## src/rtl/sqrt_iter_if.sv

```systemverilog
// rtl/sqrt_iter_if.sv - request/result bundle for the iterative square-root unit
interface sqrt_iter_if #(
  parameter int WIDTH = 8
);
  logic [WIDTH-1:0]   x_in;
  logic               x_ready;
  logic [WIDTH/2-1:0] y_out;
  logic [WIDTH/2:0]   r_out;
  logic               y_ready;
  logic               busy;

  modport master (
    output x_in, x_ready,
    input  y_out, r_out, y_ready, busy
  );

  modport slave (
    input  x_in, x_ready,
    output y_out, r_out, y_ready, busy
  );
endinterface

```

## src/rtl/sqrt_iter.sv

```systemverilog
// rtl/sqrt_iter.sv - fixed-latency digit-by-digit integer square root
module sqrt_iter #(
  parameter int WIDTH = 8,
  parameter int ROUND = 0
) (
  input  logic        clk,
  input  logic        rst,
  sqrt_iter_if.slave  bus
);
  localparam int HW = WIDTH / 2;
  localparam int CW = $clog2(HW + 1);

  typedef enum logic [2:0] {
    IDLE = 3'd0,
    CALC = 3'd1,
    DONE = 3'd2
  } state_t;

  state_t           state_q, state_d;
  logic [WIDTH-1:0] x_q, x_d;
  logic [WIDTH-1:0] y_q, y_d;
  logic [WIDTH-1:0] m_q, m_d;
  logic [CW-1:0]    cnt_q, cnt_d;
  logic [HW-1:0]    y_out_q, y_out_d;
  logic [HW:0]      r_out_q, r_out_d;
  logic             y_ready_q, y_ready_d;
  logic             busy_q, busy_d;

  logic [WIDTH-1:0] trial;
  logic [HW-1:0]    root;
  logic [HW:0]      rem;
  logic             round_up;

  always_comb begin
    trial    = y_q | m_q;
    root     = y_q[HW-1:0];
    rem      = x_q[HW:0];
    // Nearest rounding: remainder beyond the root means x is past root+0.5 squared.
    round_up = (ROUND != 0) && (x_q > y_q) && (root != {HW{1'b1}});

    state_d   = state_q;
    x_d       = x_q;
    y_d       = y_q;
    m_d       = m_q;
    cnt_d     = cnt_q;
    y_out_d   = y_out_q;
    r_out_d   = r_out_q;
    y_ready_d = 1'b0;
    busy_d    = busy_q;

    case (state_q)
      IDLE: begin
        if (bus.x_ready) begin
          x_d     = bus.x_in;
          m_d     = WIDTH'(1) << (WIDTH - 2);
          y_d     = '0;
          cnt_d   = CW'(HW);
          busy_d  = 1'b1;
          state_d = CALC;
        end
      end
      CALC: begin
        if (x_q >= trial) begin
          x_d = x_q - trial;
          y_d = (y_q >> 1) | m_q;
        end else begin
          y_d = y_q >> 1;
        end
        m_d   = m_q >> 2;
        cnt_d = cnt_q - CW'(1);
        if (cnt_q == CW'(1)) begin
          state_d = DONE;
        end
      end
      DONE: begin
        y_out_d   = root + HW'(round_up);
        r_out_d   = rem;
        y_ready_d = 1'b1;
        busy_d    = 1'b0;
        state_d   = IDLE;
      end
      default: begin
        state_d = IDLE;
      end
    endcase
  end

  always_ff @(posedge clk or posedge rst) begin
    if (rst) begin
      state_q   <= IDLE;
      x_q       <= '0;
      y_q       <= '0;
      m_q       <= '0;
      cnt_q     <= '0;
      y_out_q   <= '0;
      r_out_q   <= '0;
      y_ready_q <= 1'b0;
      busy_q    <= 1'b0;
    end else begin
      state_q   <= state_d;
      x_q       <= x_d;
      y_q       <= y_d;
      m_q       <= m_d;
      cnt_q     <= cnt_d;
      y_out_q   <= y_out_d;
      r_out_q   <= r_out_d;
      y_ready_q <= y_ready_d;
      busy_q    <= busy_d;
    end
  end

  assign bus.y_out   = y_out_q;
  assign bus.r_out   = r_out_q;
  assign bus.y_ready = y_ready_q;
  assign bus.busy    = busy_q;
endmodule

```

## src/flat_wrapper.sv

```systemverilog
// flat-port wrapper written by rule: the top's interface ports become plain ports
module sqrt_iter_flat 
#(
  parameter int WIDTH = 8,
  parameter int ROUND = 0
)
  (clk, rst, bus_x_in, bus_x_ready, bus_y_out, bus_r_out, bus_y_ready, bus_busy);
  sqrt_iter_if #(.WIDTH(WIDTH)) bus_i ();
  input  logic clk;
  input  logic rst;
  input wire logic [$bits(bus_i.x_in)-1:0] bus_x_in;
  input wire logic [$bits(bus_i.x_ready)-1:0] bus_x_ready;
  output wire logic [$bits(bus_i.y_out)-1:0] bus_y_out;
  output wire logic [$bits(bus_i.r_out)-1:0] bus_r_out;
  output wire logic [$bits(bus_i.y_ready)-1:0] bus_y_ready;
  output wire logic [$bits(bus_i.busy)-1:0] bus_busy;
  assign bus_i.x_in = bus_x_in;
  assign bus_i.x_ready = bus_x_ready;
  assign bus_y_out = bus_i.y_out;
  assign bus_r_out = bus_i.r_out;
  assign bus_y_ready = bus_i.y_ready;
  assign bus_busy = bus_i.busy;
  sqrt_iter #(.WIDTH(WIDTH), .ROUND(ROUND)) u_core (.clk(clk), .rst(rst), .bus(bus_i));
endmodule
```

## config.mk

```make
export PLATFORM = sky130hd
export DESIGN_NAME = sqrt_iter_flat
export DESIGN_NICKNAME = d
export VERILOG_FILES = /design/src/rtl/sqrt_iter_if.sv /design/src/rtl/sqrt_iter.sv /design/src/flat_wrapper.sv
export SDC_FILE = /design/constraint.sdc
export NUM_CORES = 1
export LEC_CHECK = 0
export ABC_CLOCK_PERIOD_IN_PS = 2700
export BUFFER_PORTS_ARGS = -buffer_cell sky130_fd_sc_hd__clkbuf_2
export CAP_MARGIN = 20
export CORE_ASPECT_RATIO = 0.75
export CORE_UTILIZATION = 55
export DETAILED_ROUTE_END_ITERATION = 16
export PLACE_DENSITY_LB_ADDON = 0.1
export SYNTH_ARGS = -nofsm -noshare
export SYNTH_HDL_FRONTEND = slang
export SYNTH_SLANG_ARGS = --single-unit
```

## constraint.sdc

```tcl
create_clock -name clk -period 2.7 [get_ports clk]
set_input_delay 0.54 -clock clk [delete_from_list [all_inputs] [get_ports clk]]
set_output_delay 0.54 -clock clk [all_outputs]
set_load 0.05 [all_outputs]
```

== Word level (Yosys, flattened, before mapping) ==
Cells that the tools add are included.

* Bits in registers: 41
* Latch bits: 0
* Bits in writable memories: 0
* Memories kept: 0
* Bits in read-only memories: 0
* Output and inout bits: 11

* Add/subtract/negate cells: 2
* Reductions and logical operators: 7
* Bitwise gates (word level): 2
* Equal/unequal tests: 6
* Order comparisons: 1
* Shifts and indexed selects: 0
* Divide/modulo/power cells: 0
* Multiplexer cells: 16
* $mul: 0

{| class="wikitable"
|+ Operators with widths
! cell !! number
|-
| 8-bit case mux with 2 select lines || 3
|-
| 8-bit 2-to-1 mux || 5
|-
| 3-bit case mux with 2 select lines || 2
|-
| 3-bit 2-to-1 mux || 3
|-
| 8-bit greater-or-equal comparator || 1
|-
| 7-bit by 8-bit OR with 8-bit output || 1
|-
| 8-bit OR || 1
|-
| 8-bit subtractor || 1
|-
| 3-bit by 1-bit == test with 1-bit output (second input constant) || 2
|-
| 2-bit AND reduction || 3
|-
| 2-bit by 1-bit inequality test with 1-bit output (second input constant) || 2
|-
| 2-bit nonzero test || 2
|-
| 3-bit by 2-bit == test with 1-bit output (second input constant) || 1
|-
| 3-bit logical NOT || 1
|-
| 3-bit AND reduction || 1
|-
| 3-bit by 1-bit subtractor with 3-bit output (second input constant) || 1
|-
| 1-bit 2-to-1 mux || 2
|-
| 2-bit inequality test (second input constant) || 1
|-
| 1-bit case mux with 2 select lines || 1
|}

== Depth between registers and ports, before layout ==
* Word-level depth: 4
* Depth in mapped cells: 10
* Depth with buffers taken out: 9

== Least setup slack after synthesis ==
Ideal clock, no wire load.

* Path kind: register to register
* From: reg u_core.y_q[0]
* To: reg u_core.x_q[4]
* Slack: 532 ps
* Arrival time: 2043 ps
* Data required time: 2575 ps
* Clock period less this slack: 2168 ps
* Library setup time: 125 ps
* Buffers on the path: 0
* Cell stages (with the launch flop): 10
* Path through: dfrtp_1 > or2_2 > ha_1 > inv_1 > fa_1 > a211oi_2 > o21ai_2 > a41oi_2 > a21oi_1 > mux2_2

* Longest elaborated chain between the ends: 4
* Elaborated cells on any way between the ends: 7
* Classes of those cells: add/sub (1); order compare (1); eq/ne (1); mux (2); bitwise (1); reduce/logical (1)

{| class="wikitable"
|+ Ends and longest elaborated chain
! item !! RTL line !! text
|-
| start, declared || sqrt_iter.sv:21 || <nowiki>logic [WIDTH-1:0] y_q, y_d;</nowiki>
|-
| start signal, assigned || sqrt_iter.sv:102 || <nowiki>y_q <= y_d;</nowiki>
|-
| 8-bit OR (*) || sqrt_iter.sv:35 || <nowiki>trial = y_q | m_q;</nowiki>
|-
| 8-bit subtractor / 8-bit greater-or-equal comparator (equally long branches) || sqrt_iter.sv:64, sqrt_iter.sv:63 ||
|-
| 8-bit 2-to-1 mux / 2-bit by 1-bit inequality test with 1-bit output (equally long branches) || -- ||
|-
| 8-bit case mux with 2 select lines / 3-bit AND reduction (equally long branches) || -- ||
|-
| end signal, assigned || sqrt_iter.sv:91 || <nowiki>x_q <= '0;</nowiki>
|-
| end signal, assigned || sqrt_iter.sv:101 || <nowiki>x_q <= x_d;</nowiki>
|-
| end, declared || sqrt_iter.sv:20 || <nowiki>logic [WIDTH-1:0] x_q, x_d;</nowiki>
|}

Mark *: on every way between the ends. The rest lies on a longest branch, timed or not. The select of a mux whose other input is x is not followed.
A chain may end at the register's enable or synchronous reset.

== Worst setup path in the final report ==
* From: reg u_core.y_q[0]
* To: reg u_core.x_q[2]

Same word-level chain as after synthesis.

==> results.md <==
- Status: completed
- Initial Util: just over 60%
- Worst-Skew Late Latency: ~0.28 ns
- Number of synthesized flops with an enable pin: 0
- XOR/XNOR Fraction of Synth Area: 0.473%
- Antenna Nets Post-Route: 0
- RSZ-0062 raised after global routing: no
- Number of gates resized after CTS: 0
- Maximum clock rate: just over 400 MHz
- Simple-gate share of the synthesized area: a little under an eighth
- Routed wl met2: between 1.5 and 2 mm
- Actual slew at the worst max-slew pin: 0.822 ns
- Largest net degree at the start of global routing: 24
- Setup violations, final: 0
- Setup crit end kind: flip-flop
- Core area: 3060 µm²
- DRT Pass-1 Iters: 4
- Post-DP HPWL: around 2.7 mm
- Placed cells: approximately 240
- Synth unique cells: 38
- Routed WL: ~3.8 mm
- Seq cells post-synth: 35
- Cell area after synthesis: ~1900 µm²
- Root buf cell: clkbuf_8
- CTS tree: done
- M1 WL: 1.88 mm
- Grt ovf: 0
- Fraction of layout cells with a size suffix above 1: roughly a quarter
- Finished Layout Cells: roughly 250
- Worst hold path class: in2async
- Area leader, netlist: dfrtp_1
- CP startpoint: u_core.y_q[0]
- Number of antenna violations at the first check in global routing: 0
- Sequential element share of the synthesized area: a little under half
- Total GRT Usage: between 20% and 30%
- Number of global-route vias before repair: 1334
- Max-Cap Viols: 0
- FF-to-FF Start: u_core.y_q[0]
- Area grow syn2layout: 13.0%
- Syn Inst Count: about 180
- CTS HTree Levels: 2
- Final Cell Area: approximately 2100 µm²
- Dominant synthesized flop cell: dfrtp_1
- Clk buf depth: 2
- Global placement routability congestion: between 0.8 and 0.9
- Mux contribution to synthesized area: between 8 and 9%
- Iteration-0 DRC Markers: 69
- Vias: ~1.4k
- Die Y: about 52 µm
- Synthesis Warnings: 0
- CTS clk-pin slew, worst paths: ~0.07 ns
- Synth top area share: 47.3%
- Antenna diodes: 0
- Synth async-reset ratio: 100%
- Synthesized area per cell: 10.2 µm²
- Clock Sinks: 35
- Largest family of logic cells by synthesized area: compound AO/OA/AOI/OAI gates
- Slew HR: a little under half
- DR DRC count: 0
- I/O pin cnt: 22
- Nets: 227
- Syn_nets: between 200 and 250
- Final min period: between 2 and 2.5 ns
- Critical path arrival: roughly 2.6 ns
- WL per Instance: approximately 15 µm
- Fin util: 68.3%
- Synth area leaders: dfrtp_1 (47%), mux2_2 (7.3%), ha_1 (6.1%), o21ai_0 (4.3%), nor2_1 (3.9%)
- Core Rows: 17
- Setup CP Type: reg2reg
- Crit start category: flip-flop
- First-pass GRT wire length: roughly 6.5 mm
- Hold buffer count at CTS: 0
- Top routing layer in use: met4
- Post-CTS Setup Repair Bufs: 0
- Die Area: 3610 µm²
- Placed cell areas: around 2000 µm²
- Final Hold Viols: 0
- Port Buffers: 21
- Metal3 WL: ~150 µm
- Number of max-slew violations in the final report: 0
- Vias per cell: ~5.8
- Die Wd: between 60 and 70 µm
- Adder-Cell Fraction of Synth Area: 7.16%
- Period Utilization, post-route: 90.5%
- Final Skew: about 0.0046 ns
- Num CTS Buffers: 5
- Compound-Gate Fraction of Synth Area: 19.9%
- Crit Path Max Fanout: 8
- CP Data Required Time: ~2.9 ns
- Setup TNS: 0 ns
## cells by family (layout without fill, tap and decap cells)
family          count (synthesis)  in the layout
buf+inv                        20             46
fa+ha+maj                      10             10
compound gates                 53             53
mux                            15             15
simple gates                   47             47
xor+xnor                        1              1
flops                          35             35
## sequential cells by signal (all words and copies together) (netlist names)
name and flops:
u_core.x_q 8, u_core.y_q 7, u_core.bus.r_out 5, u_core.bus.y_out 4, u_core.m_q 4, u_core.cnt_q 3
u_core.state_q 2, u_core.bus.busy 1, u_core.bus.y_ready 1
## layout make-up
| class | count | area [µm²] |
|---|---|---|
| inverters | 11 | 41.3 |
| flip-flops and latches | 35 | 876 |
| repair buffers | 27 | 150 |
| clock inverters | 2 | 12.5 |
| well taps | 38 | 47.5 |
| multi-input cells | 126 | 892 |
| clock buffers | 6 | 72.6 |
| fillers | 247 | 971 |
## stage by stage
step | hold slack [ns] | setup WS [ns]
2_1_floorplan | 0.450 | 0.532
4_1_cts | 0.425 | 0.255
3_3_place_gp | 0.465 | 0.406
6_report | 0.394 | 0.257
5_1_grt | 0.483 | 0.111
3_5_place_dp | 0.473 | 0.293
## layer usage
metal / global-route usage [%] / up-vias
li1: - / 691
met1: 32.0 / 706
met2: 39.5 / 29
met3: 5.38 / 4
met4: 4.08 / 0
met5: 0 / -
## path summary, 6_finish.rpt
path,slack [ns],cells past startpoint,end
worst max-delay path,0.26,10,u_core.x_q[2]
worst min-delay path,0.39,2,u_core.bus.y_out[2]
worst max register to register,0.26,10,u_core.x_q[2]
worst min register to register,0.48,2,u_core.cnt_q[1]
max in group asynchronous,1.68,3,u_core.y_q[6]
min in group clk,0.48,2,u_core.cnt_q[1]
## cell usage in the layout, fill, tap and decap left out, types with 2 or more instances in the layout
cell type	instances
dfrtp_1	35
clkbuf_2	21
nor2_1	19
o21ai_0	16
mux2_2	12
inv_1	11
nand2_1	11
ha_1	9
a21oi_1	8
a22o_1	7
buf_4	6
nand3_1	5
a21o_1	5
clkbuf_8	5
nand2b_1	3
mux2i_1	3
a211oi_1	3
nor2b_1	2
a31oi_1	2
nor3b_1	2
## worst max-delay path: stages (launching register included)
cell      delay (ns)
dfrtp_1         0.38
or2_2           0.12
ha_1            0.16
inv_1           0.05
fa_1            0.41
a211oi_2        0.33
o21ai_2         0.13
a21oi_1         0.32
buf_4           0.23
a211oi_1        0.05
a21o_1          0.16
## synth_stat cells, drive strengths merged, types with 2 or more instances
library cell and n:
a211oi 4, a21o 5, a21oi 8, a22o 7, a31oi 2, a41oi 2, buf 7, clkbuf 2
dfrtp 35, ha 9, inv 11, mux2 12, mux2i 3, nand2 11, nand2b 3, nand3 5
nor2 19, nor2b 2, nor3b 2, o21ai 17, o21bai 2
Power is not shown: default switching activity piles up to over one toggle a cycle in this logic, so the estimate is an artifact.
